<file path="src/rtl/muldiv_unit_if.sv">
// Operand/result bundle between the issuing pipeline stage and muldiv_unit.
// No latency of its own; flow control is start/busy/done, carried as plain signals.
interface muldiv_unit_if #(
   parameter int WIDTH = 32
);
   logic             start;
   logic [1:0]       op;
   logic [WIDTH-1:0] a;
   logic [WIDTH-1:0] b;
   logic             busy;
   logic             done;
   logic [WIDTH-1:0] hi;
   logic [WIDTH-1:0] lo;
   logic             div_by_zero;

   modport master (
      output start, op, a, b,
      input  busy, done, hi, lo, div_by_zero
   );

   modport slave (
      input  start, op, a, b,
      output busy, done, hi, lo, div_by_zero
   );
endinterface

</file>
<file path="src/rtl/muldiv_unit.sv">
// Iterative radix-2 MULT/MULTU/DIV/DIVU into HI/LO; signed ops need MULDIV_SIGNED_EN.
// Latency: fixed WIDTH+2 cycles from the start cycle to the one-cycle done pulse.
// Backpressure: busy high in RUN/FIX, start ignored then; start in the done cycle launches at once.
module muldiv_unit #(
   parameter int WIDTH = 32,
   parameter int CNT_W = 6
) (
   input  logic          clk,
   input  logic          rst,
   muldiv_unit_if.slave  io
);
   typedef enum logic [1:0] {S_IDLE, S_RUN, S_FIX, S_DONE} state_t;

   localparam logic [CNT_W-1:0] LAST_STEP = CNT_W'(WIDTH - 1);

   state_t             state, state_nxt;
   logic               launch;
   logic [CNT_W-1:0]   cnt;
   logic [WIDTH-1:0]   acc, q_reg, b_mag, a_lat;
   logic               is_div, b_zero, neg_q, neg_r;
   logic [WIDTH-1:0]   hi_q, lo_q;
   logic               dbz_q;

   logic               sgn, a_neg_in, b_neg_in;
   logic [WIDTH-1:0]   a_mag_in, b_mag_in;

`ifdef MULDIV_SIGNED_EN
   assign sgn = io.op[1];
`else
   logic unused_op_sign;
   assign unused_op_sign = io.op[1];
   assign sgn            = 1'b0;
`endif

   assign a_neg_in = sgn & io.a[WIDTH-1];
   assign b_neg_in = sgn & io.b[WIDTH-1];
   assign a_mag_in = a_neg_in ? -io.a : io.a;
   assign b_mag_in = b_neg_in ? -io.b : io.b;

   // One shift-add or restoring-subtract step; q_reg holds multiplier/dividend bits.
   logic [WIDTH:0]   mul_sum, div_shift;
   logic             div_ge;
   logic [WIDTH-1:0] div_acc;

   assign mul_sum   = {1'b0, acc} + {1'b0, (q_reg[0] ? b_mag : {WIDTH{1'b0}})};
   assign div_shift = {acc, q_reg[WIDTH-1]};
   assign div_ge    = div_shift >= {1'b0, b_mag};
   assign div_acc   = div_ge ? (div_shift[WIDTH-1:0] - b_mag) : div_shift[WIDTH-1:0];

   logic [2*WIDTH-1:0] prod;
   logic [WIDTH-1:0]   fix_hi, fix_lo;

   always_comb begin
      prod   = {acc, q_reg};
      fix_hi = '0;
      fix_lo = '0;
      if (neg_q) prod = -prod;
      if (b_zero) begin
         fix_hi = a_lat;
         fix_lo = '1;
      end else if (is_div) begin
         fix_hi = neg_r ? -acc : acc;
         fix_lo = neg_q ? -q_reg : q_reg;
      end else begin
         fix_hi = prod[2*WIDTH-1:WIDTH];
         fix_lo = prod[WIDTH-1:0];
      end
   end

   always_ff @(posedge clk or posedge rst) begin
      if (rst) state <= S_IDLE;
      else     state <= state_nxt;
   end

   always_comb begin
      state_nxt = state;
      launch    = 1'b0;
      io.busy   = 1'b0;
      io.done   = 1'b0;
      case (state)
         S_IDLE: begin
            if (io.start) begin
               launch    = 1'b1;
               state_nxt = S_RUN;
            end
         end
         S_RUN: begin
            io.busy = 1'b1;
            if (cnt == LAST_STEP) state_nxt = S_FIX;
         end
         S_FIX: begin
            io.busy   = 1'b1;
            state_nxt = S_DONE;
         end
         S_DONE: begin
            io.done = 1'b1;
            if (io.start) begin
               launch    = 1'b1;
               state_nxt = S_RUN;
            end else begin
               state_nxt = S_IDLE;
            end
         end
         default: state_nxt = S_IDLE;
      endcase
   end

   always_ff @(posedge clk or posedge rst) begin
      if (rst) begin
         cnt    <= '0;
         acc    <= '0;
         q_reg  <= '0;
         b_mag  <= '0;
         a_lat  <= '0;
         is_div <= 1'b0;
         b_zero <= 1'b0;
         neg_q  <= 1'b0;
         neg_r  <= 1'b0;
         hi_q   <= '0;
         lo_q   <= '0;
         dbz_q  <= 1'b0;
      end else if (launch) begin
         cnt    <= '0;
         acc    <= '0;
         q_reg  <= a_mag_in;
         b_mag  <= b_mag_in;
         a_lat  <= io.a;
         is_div <= io.op[0];
         b_zero <= io.op[0] & (io.b == '0);
         neg_q  <= a_neg_in ^ b_neg_in;
         neg_r  <= a_neg_in;
      end else if (state == S_RUN) begin
         cnt <= cnt + CNT_W'(1);
         if (is_div) begin
            acc   <= div_acc;
            q_reg <= {q_reg[WIDTH-2:0], div_ge};
         end else begin
            acc   <= mul_sum[WIDTH:1];
            q_reg <= {mul_sum[0], q_reg[WIDTH-1:1]};
         end
      end else if (state == S_FIX) begin
         hi_q  <= fix_hi;
         lo_q  <= fix_lo;
         dbz_q <= b_zero;
      end
   end

   assign io.hi          = hi_q;
   assign io.lo          = lo_q;
   assign io.div_by_zero = dbz_q;
endmodule

</file>
<file path="src/flat_wrapper.sv">
// flat-port wrapper written by rule: the top's interface ports become plain ports
module muldiv_unit_flat 
#(
   parameter int WIDTH = 32,
   parameter int CNT_W = 6
)
  (clk, rst, io_start, io_op, io_a, io_b, io_busy, io_done, io_hi, io_lo, io_div_by_zero);
  muldiv_unit_if #(.WIDTH(WIDTH)) io_i ();
  input  logic clk;
  input  logic rst;
  input wire logic [$bits(io_i.start)-1:0] io_start;
  input wire logic [$bits(io_i.op)-1:0] io_op;
  input wire logic [$bits(io_i.a)-1:0] io_a;
  input wire logic [$bits(io_i.b)-1:0] io_b;
  output wire logic [$bits(io_i.busy)-1:0] io_busy;
  output wire logic [$bits(io_i.done)-1:0] io_done;
  output wire logic [$bits(io_i.hi)-1:0] io_hi;
  output wire logic [$bits(io_i.lo)-1:0] io_lo;
  output wire logic [$bits(io_i.div_by_zero)-1:0] io_div_by_zero;
  assign io_i.start = io_start;
  assign io_i.op = io_op;
  assign io_i.a = io_a;
  assign io_i.b = io_b;
  assign io_busy = io_i.busy;
  assign io_done = io_i.done;
  assign io_hi = io_i.hi;
  assign io_lo = io_i.lo;
  assign io_div_by_zero = io_i.div_by_zero;
  muldiv_unit #(.WIDTH(WIDTH), .CNT_W(CNT_W)) u_core (.clk(clk), .rst(rst), .io(io_i));
endmodule
</file>
<file path="config.mk">
export PLATFORM = sky130hd
export DESIGN_NAME = muldiv_unit_flat
export DESIGN_NICKNAME = d
export VERILOG_FILES = /design/src/rtl/muldiv_unit_if.sv /design/src/rtl/muldiv_unit.sv /design/src/flat_wrapper.sv
export SDC_FILE = /design/constraint.sdc
export NUM_CORES = 1
export LEC_CHECK = 0
export ABC_AREA = 1
export BUFFER_PORTS_ARGS = -buffer_cell sky130_fd_sc_hd__buf_2
export CAP_MARGIN = 30
export CORE_AREA = 4 4 159 161
export CTS_CLUSTER_DIAMETER = 120
export CTS_CLUSTER_SIZE = 8
export DETAILED_ROUTE_END_ITERATION = 10
export DIE_AREA = 0 0 163 165
export PLACE_DENSITY = 0.81
export SETUP_SLACK_MARGIN = 0.5
export SYNTH_ARGS = -nofsm -noshare
export SYNTH_HDL_FRONTEND = slang
export SYNTH_SLANG_ARGS = --single-unit
</file>
<file path="constraint.sdc">
create_clock -name clk -period 8.05 [get_ports clk]
set_input_delay 0.805 -clock clk [delete_from_list [all_inputs] [get_ports clk]]
set_output_delay 0.805 -clock clk [all_outputs]
set_load 0.005 [all_outputs]
</file>
== After elaboration in Yosys (flattened, before gate mapping) ==
Cells that the tools add are included.
W data, S select, Z words.

* Bits in registers: 203
* Logic and storage cells: 51
* Bits of input ports: 69

* Bitwise gates (word level): 3
* Reduce and logical (&&, ||, !) cells: 7
* Muxes and demuxes: 20
* Add/sub/neg operators: 3
* $lt $le $gt $ge: 1
* Equal/unequal tests: 6

{| class="wikitable"
|+ Operators by type and width
! operator !! count
|-
| $mux W32 || 10
|-
| $add A32 B32 Y33 || 1
|-
| $ge A33 B32 Y1 || 1
|-
| $logic_not A32 Y1 || 1
|-
| $sub A32 B32 Y32 || 1
|-
| $mux W6 || 2
|-
| $pmux W2 S4 || 1
|-
| $add A6 B1 Y6 const B || 1
|-
| $eq A6 B5 Y1 const B || 1
|-
| $mux W1 || 5
|-
| $eq A2 B2 Y1 const B || 2
|-
| $mux W2 || 2
|-
| $reduce_or A2 Y1 || 2
|-
| $reduce_and A3 Y1 || 1
|-
| $eq A2 B1 Y1 const B || 1
|-
| $logic_not A2 Y1 || 1
|-
| $ne A2 B1 Y1 const B || 1
|-
| $ne A2 B2 Y1 const B || 1
|-
| $not A1 Y1 || 2
|-
| $reduce_and A2 Y1 || 1
|-
| $reduce_bool A2 Y1 || 1
|-
| $and A1 B1 Y1 || 1
|}

== Depth between registers and ports, before layout ==
* Depth after elaboration: 5
* Depth in mapped cells: 20
* Depth with buffers taken out: 18

== Worst setup path before layout ==
No wires, ideal clock.

* Path type: register to register
* From: reg u_core.q_reg[0]
* To: reg u_core.acc[27]
* Path buffers: 2
* Arrival: 2472 ps
* Cell stages (with the launch flop): 20
* Data required time: 7932 ps
* Setup slack: 5460 ps
* Path through: dfrtp_1 clkbuf_1 clkbuf_1 nand2_1 inv_1 ha_1 inv_1 fa_1 inv_1 nand3_1 nand3_1 nand2_1 nand2_1 nand2_1 nand2_1 nand3_1 nand3_1 nand3_1 nand3_1 nand2_1

* Cells in the longest elaborated chain, start to end: 5

{| class="wikitable"
|+ Ends and longest elaborated chain
! item !! line !! RTL
|-
| start: declaration || muldiv_unit.sv:19 || <nowiki>logic [WIDTH-1:0] acc, q_reg, b_mag, a_lat;</nowiki>
|-
| start signal: assignment || muldiv_unit.sv:125 || <nowiki>q_reg <= a_mag_in;</nowiki>
|-
| start signal: assignment || muldiv_unit.sv:136 || <nowiki>q_reg <= {q_reg[WIDTH-2:0], div_ge};</nowiki>
|-
| start signal: assignment || muldiv_unit.sv:139 || <nowiki>q_reg <= {mul_sum[0], q_reg[WIDTH-1:1]};</nowiki>
|-
| $mux W32 || muldiv_unit.sv:45 || <nowiki>assign mul_sum = {1'b0, acc} + {1'b0, (q_reg[0] ? b_mag : {WIDTH{1'b0}})};</nowiki>
|-
| $add A32 B32 Y33 || muldiv_unit.sv:45 ||
|-
| $mux W32 || muldiv_unit.sv:134 || <nowiki>if (is_div) begin</nowiki>
|-
| $mux W32 || muldiv_unit.sv:132 || <nowiki>end else if (state == S_RUN) begin</nowiki>
|-
| $mux W32 || muldiv_unit.sv:122 || <nowiki>end else if (launch) begin</nowiki>
|-
| end signal: assignment || muldiv_unit.sv:135 || <nowiki>acc <= div_acc;</nowiki>
|-
| end signal: assignment || muldiv_unit.sv:138 || <nowiki>acc <= mul_sum[WIDTH:1];</nowiki>
|-
| end: declaration || muldiv_unit.sv:19 ||
|}

Every way passes these cells. The select of a mux whose other input is x is not followed.
A chain may end at the register's enable or synchronous reset.

== Final worst setup path ==
* From: reg u_core.state[1]
* To: reg u_core.lo_q[2] (netlist: u_core.io.lo[2])

* Cells in the longest elaborated chain, start to end: 5

{| class="wikitable"
|+ Ends and longest elaborated chain
! item !! line !! RTL
|-
| start: declaration || muldiv_unit.sv:16 || <nowiki>state_t state, state_nxt;</nowiki>
|-
| start signal: assignment || muldiv_unit.sv:72 || <nowiki>else state <= state_nxt;</nowiki>
|-
| $eq A2 B2 Y1 / $logic_not A2 Y1 (equally long branches) || muldiv_unit.sv:80 || <nowiki>case (state)</nowiki>
|-
| $reduce_or A2 Y1 (no line) || - ||
|-
| $mux W1 || - ||
|-
| $not A1 Y1 (no line) || - ||
|-
| $reduce_and A3 Y1 (no line) (*) || - ||
|-
| end signal: assignment || muldiv_unit.sv:143 || <nowiki>lo_q <= fix_lo;</nowiki>
|-
| end: declaration || muldiv_unit.sv:21 || <nowiki>logic [WIDTH-1:0] hi_q, lo_q;</nowiki>
|}

Mark *: on every way between the ends. The rest lies on a longest branch, timed or not.

==> results by group <==
Outcome
  • Result of the run: complete, no violations

Yosys
  • Avg Synthesized Cell Area: 6.58 um2
  • Synthesized netlist net count: 2317
  • Number of enable flip-flop cells after synthesis: 0
  • Top cells by area, synth: dfrtp_1 35%, nand2_1 17%, inv_1 10%
  • Post-synth top flop: dfrtp_1
  • Sequential element share of the synthesized area: 35.5%
  • Synthesis warning total: 0
  • Largest area contributor in the netlist: dfrtp_1
  • Count of state elements after synthesis: 203
  • Synthesized instance count: 2176
  • Distinct cells, synth: 42
  • Mapped cell area: 14300 um2
  • Share of the synthesized area in the top cell type: 35.5%
  • Async S/R FF share, synth: 100%

Min path
  • Worst min-delay path class: primary input to async pin

Power
  • Sequential share of power: 25.8%
  • PwrDens: 449 nW/um2
  • Reported net switching power: 0.00368 W
  • Max VDD drop: 0.225 mV
  • Power share of the clock group: 14.7%
  • Cell Int Power: 0.00352 W
  • Leakage component of the power: 8.89 nW
  • Total power: 0.00720 W
  • Switching Fraction: 51.1%
  • Share of power burned in combinational logic: 59.4%

Clock network
  • Cell chosen for the clock root: clkbuf_16
  • Clk_lat worst skew: 0.54 ns
  • TritonCTS clock tree: built
  • Clock Path Buffers: 3
  • Number of gates given a new drive strength after cts: 0
  • Clock-pin slew of the registers on the worst-case setup and hold paths: 0.05 ns
  • Buffers inserted by post-CTS timing repair: 0
  • Hold Buf Count CTS: 0
  • Level count of the clock H-tree: 1
  • Number of clock buffers inserted by TritonCTS: 29
  • Clock sink count: 203

Global routing
  • Global-route wire length before repair: 71000 um
  • Via count of the first global-routing pass: 13800
  • Largest net degree at the start of global routing: 126
  • Total Routing Usage GR: 33.1%
  • Overflow left after global routing: 0
  • Antenna violations before repair: 0

Timing
  • Achievable clock frequency: 267 MHz
  • Slew at the pin closest to its max-slew limit: 0.888 ns
  • Min cycle time layout: 3.75 ns
  • Setup repair after global routing missed its margin: false
  • Setup Total Neg Slack: 0 ns
  • Setup skew after layout: 0.0193 ns
  • Hold Violations, Final: 0
  • Final setup violation count: 0
  • Relative slew slack: 40.8%
  • Number of pins exceeding their max-slew limit in the final report: 0
  • Period utilization: 46.6%

Critical path
  • Kind of end point of the critical path: flip-flop
  • CP max FO: 70
  • Crit path arrival time: 4.19 ns
  • Worst setup SP type: flip-flop
  • CP required: 8.49 ns
  • Kind of critical path: flip-flop to flip-flop

Detailed routing
  • Overall via count from detail_route: 14600
  • Via density: 5.60
  • Routed len/inst: 17.2 um
  • Detailed router's first-iteration violation count: 1815
  • Drt first pass iters: 6
  • Total Routed Length: 44700 um
  • ANT nets after route: 0
  • Remaining design rule violation count: 0

Final layout
  • Ant diodes: 0
  • Total area of multi-input combinational cells: 7430 um2
  • Register area: 5080 um2
  • Final #Nets: 2425
  • Share of post-route cells with drive strength above 1: 9.19%
  • Final core utilization: 66.9%
  • Number of filler cells placed in the layout: 2176
  • Area Overhead vs Synth: 12.0%

Placement
  • DPL Wire Length: 33400 um
  • Routability Congestion: 0.973
  • # port buffers: 134

Floorplanning
  • Initial core utilization: 59.7%
  • Die width: 163 um
  • Floorplan die height: 165 um
  • Core Box Area: 24000 um2
  • Rows: 57
  • Die area: 26900 um2
  • Number of top-level design ports: 136

Flow run
  • Max Cap Viol: 0
==> worst paths after layout <==
| check | startpoint | endpoint | slack (ns) | cells after the start |
|---|---|---|---|---|
| worst max register to register | u_core.state[1]$_DFFE_PP0P_ | u_core.io.lo[2]$_DFFE_PP0P_ | 4.30 | 13 |
| worst max-delay path | u_core.state[1]$_DFFE_PP0P_ | u_core.io.lo[2]$_DFFE_PP0P_ | 4.30 | 13 |
| worst min register to register | u_core.io.hi[4]$_DFFE_PP0P_ | u_core.io.hi[4]$_DFFE_PP0P_ | 0.48 | 2 |
| worst min-delay path | rst | u_core.io.lo[5]$_DFFE_PP0P_ | 0.38 | 2 |
| max in group asynchronous | rst | u_core.b_mag[12]$_DFFE_PP0P_ | 6.43 | 4 |
| min in group clk | u_core.io.hi[4]$_DFFE_PP0P_ | u_core.io.hi[4]$_DFFE_PP0P_ | 0.48 | 2 |
==> cell usage after synthesis, types with 2 or more instances <==
| master | n |
|---|---|
| o21ai_1 | 12 |
| nand2_2 | 5 |
| ha_1 | 70 |
| nor2_1 | 149 |
| nand3b_1 | 7 |
| nand4_1 | 30 |
| buf_1 | 14 |
| xnor2_1 | 4 |
| clkbuf_1 | 44 |
| xor2_1 | 6 |
| and2_1 | 3 |
| fa_1 | 2 |
| a21oi_1 | 102 |
| buf_2 | 10 |
| inv_2 | 3 |
| nor2_4 | 3 |
| o21ai_0 | 199 |
| nand2_1 | 664 |
| a2bb2oi_1 | 31 |
| nor3_2 | 2 |
| a21oi_2 | 3 |
| nor3_1 | 20 |
| buf_6 | 4 |
| a31oi_1 | 32 |
| dfrtp_1 | 203 |
| o21bai_1 | 7 |
| nand3_1 | 131 |
| nor2_2 | 3 |
| o211ai_1 | 3 |
| inv_1 | 397 |
| or2_2 | 2 |
==> kinds of logic after synthesis <==
| logic type | count (synthesis) | synth area share (%) |
|---|---|---|
| compound gates | 394 | 15.2 |
| xor+xnor | 10 | 0.612 |
| fa+ha+maj | 72 | 6.40 |
| buf+inv | 473 | 12.7 |
| flops | 203 | 35.5 |
| simple gates | 1024 | 29.6 |
==> metal layers <==
metal / up-vias / routed length, um / GRT usage, %
li1: 7106 / - / -
met4: 0 / 1310 / 10.4
met2: 617 / 20700 / 55.3
met1: 6791 / 19300 / 45.2
met5: - / 0 / 0
met3: 92 / 3440 / 3.94
==> worst max-delay path: stages, from the launching register on <==
cell,delay [ns]
dfrtp_1,0.41
inv_1,0.10
ha_1,0.31
inv_1,0.07
nand2_2,0.34
buf_12,0.26
clkinv_2,0.34
nor2_4,0.16
buf_4,0.40
nand2_2,0.07
buf_4,0.33
inv_1,0.38
buf_16,0.22
a2bb2oi_1,0.22
==> per-stage QoR <==
step | hold WS [ns] | std cells | instance area (um2) | setup WS [ns]
final | 0.379 | 2608 | 16000 | 4.30
after global routing | 0.479 | 2608 | 16000 | 4.06
after CTS | 0.475 | 2608 | 16000 | 4.29
after detailed placement | 0.468 | 2577 | 15300 | 4.30
after global placement | 0.464 | 2572 | 15200 | 3.56
after floorplan | 0.455 | 2176 | 14300 | 1.71
==> layout make-up <==
type,count,area share (%)
multi-input combinational,1500,46.4
sequential,203,31.7
inverter,401,9.45
timing repair buffer,149,5.37
clock buffer,30,4.55
tap,324,2.53
clock inverter,1,0.0468
==> placed cells by master, fill, tap and decap left out, types with 2 or more instances in the layout <==
cell       instances
o211ai_1           3
or2_2              2
nor2_1           147
inv_2              4
clkbuf_16         29
buf_2            134
buf_12             3
inv_1            394
nand3b_1           7
a21oi_2            3
xnor2_1            4
o21ai_1           12
o21bai_1           7
and2_1             3
nand2_1          663
nand4_1           30
nand3_1          131
dfrtp_1          202
a31oi_1           32
a21oi_1          102
buf_4             10
o21ai_0          199
nor2_2             4
a2bb2oi_1         31
ha_1              70
nor3_2             2
nand2_2            6
nor2_4             4
fa_1               2
nor3_1            20
xor2_1             6
buf_16             2
==> power groups by stage <==
stage | Sequential, W | Clock (W) | Combinational, W
6_report | 0.00186 | 0.00106 | 0.00428
3_3_place_gp | 0.00183 | 0 | 0.00404
3_5_place_dp | 0.00184 | 0 | 0.00419
4_1_cts | 0.00184 | 0.00106 | 0.00424
2_1_floorplan | 0.00171 | 0 | 0.00310
5_1_grt | 0.00189 | 0.00112 | 0.00483
No activity file was read; power rests on OpenSTA's default activity.
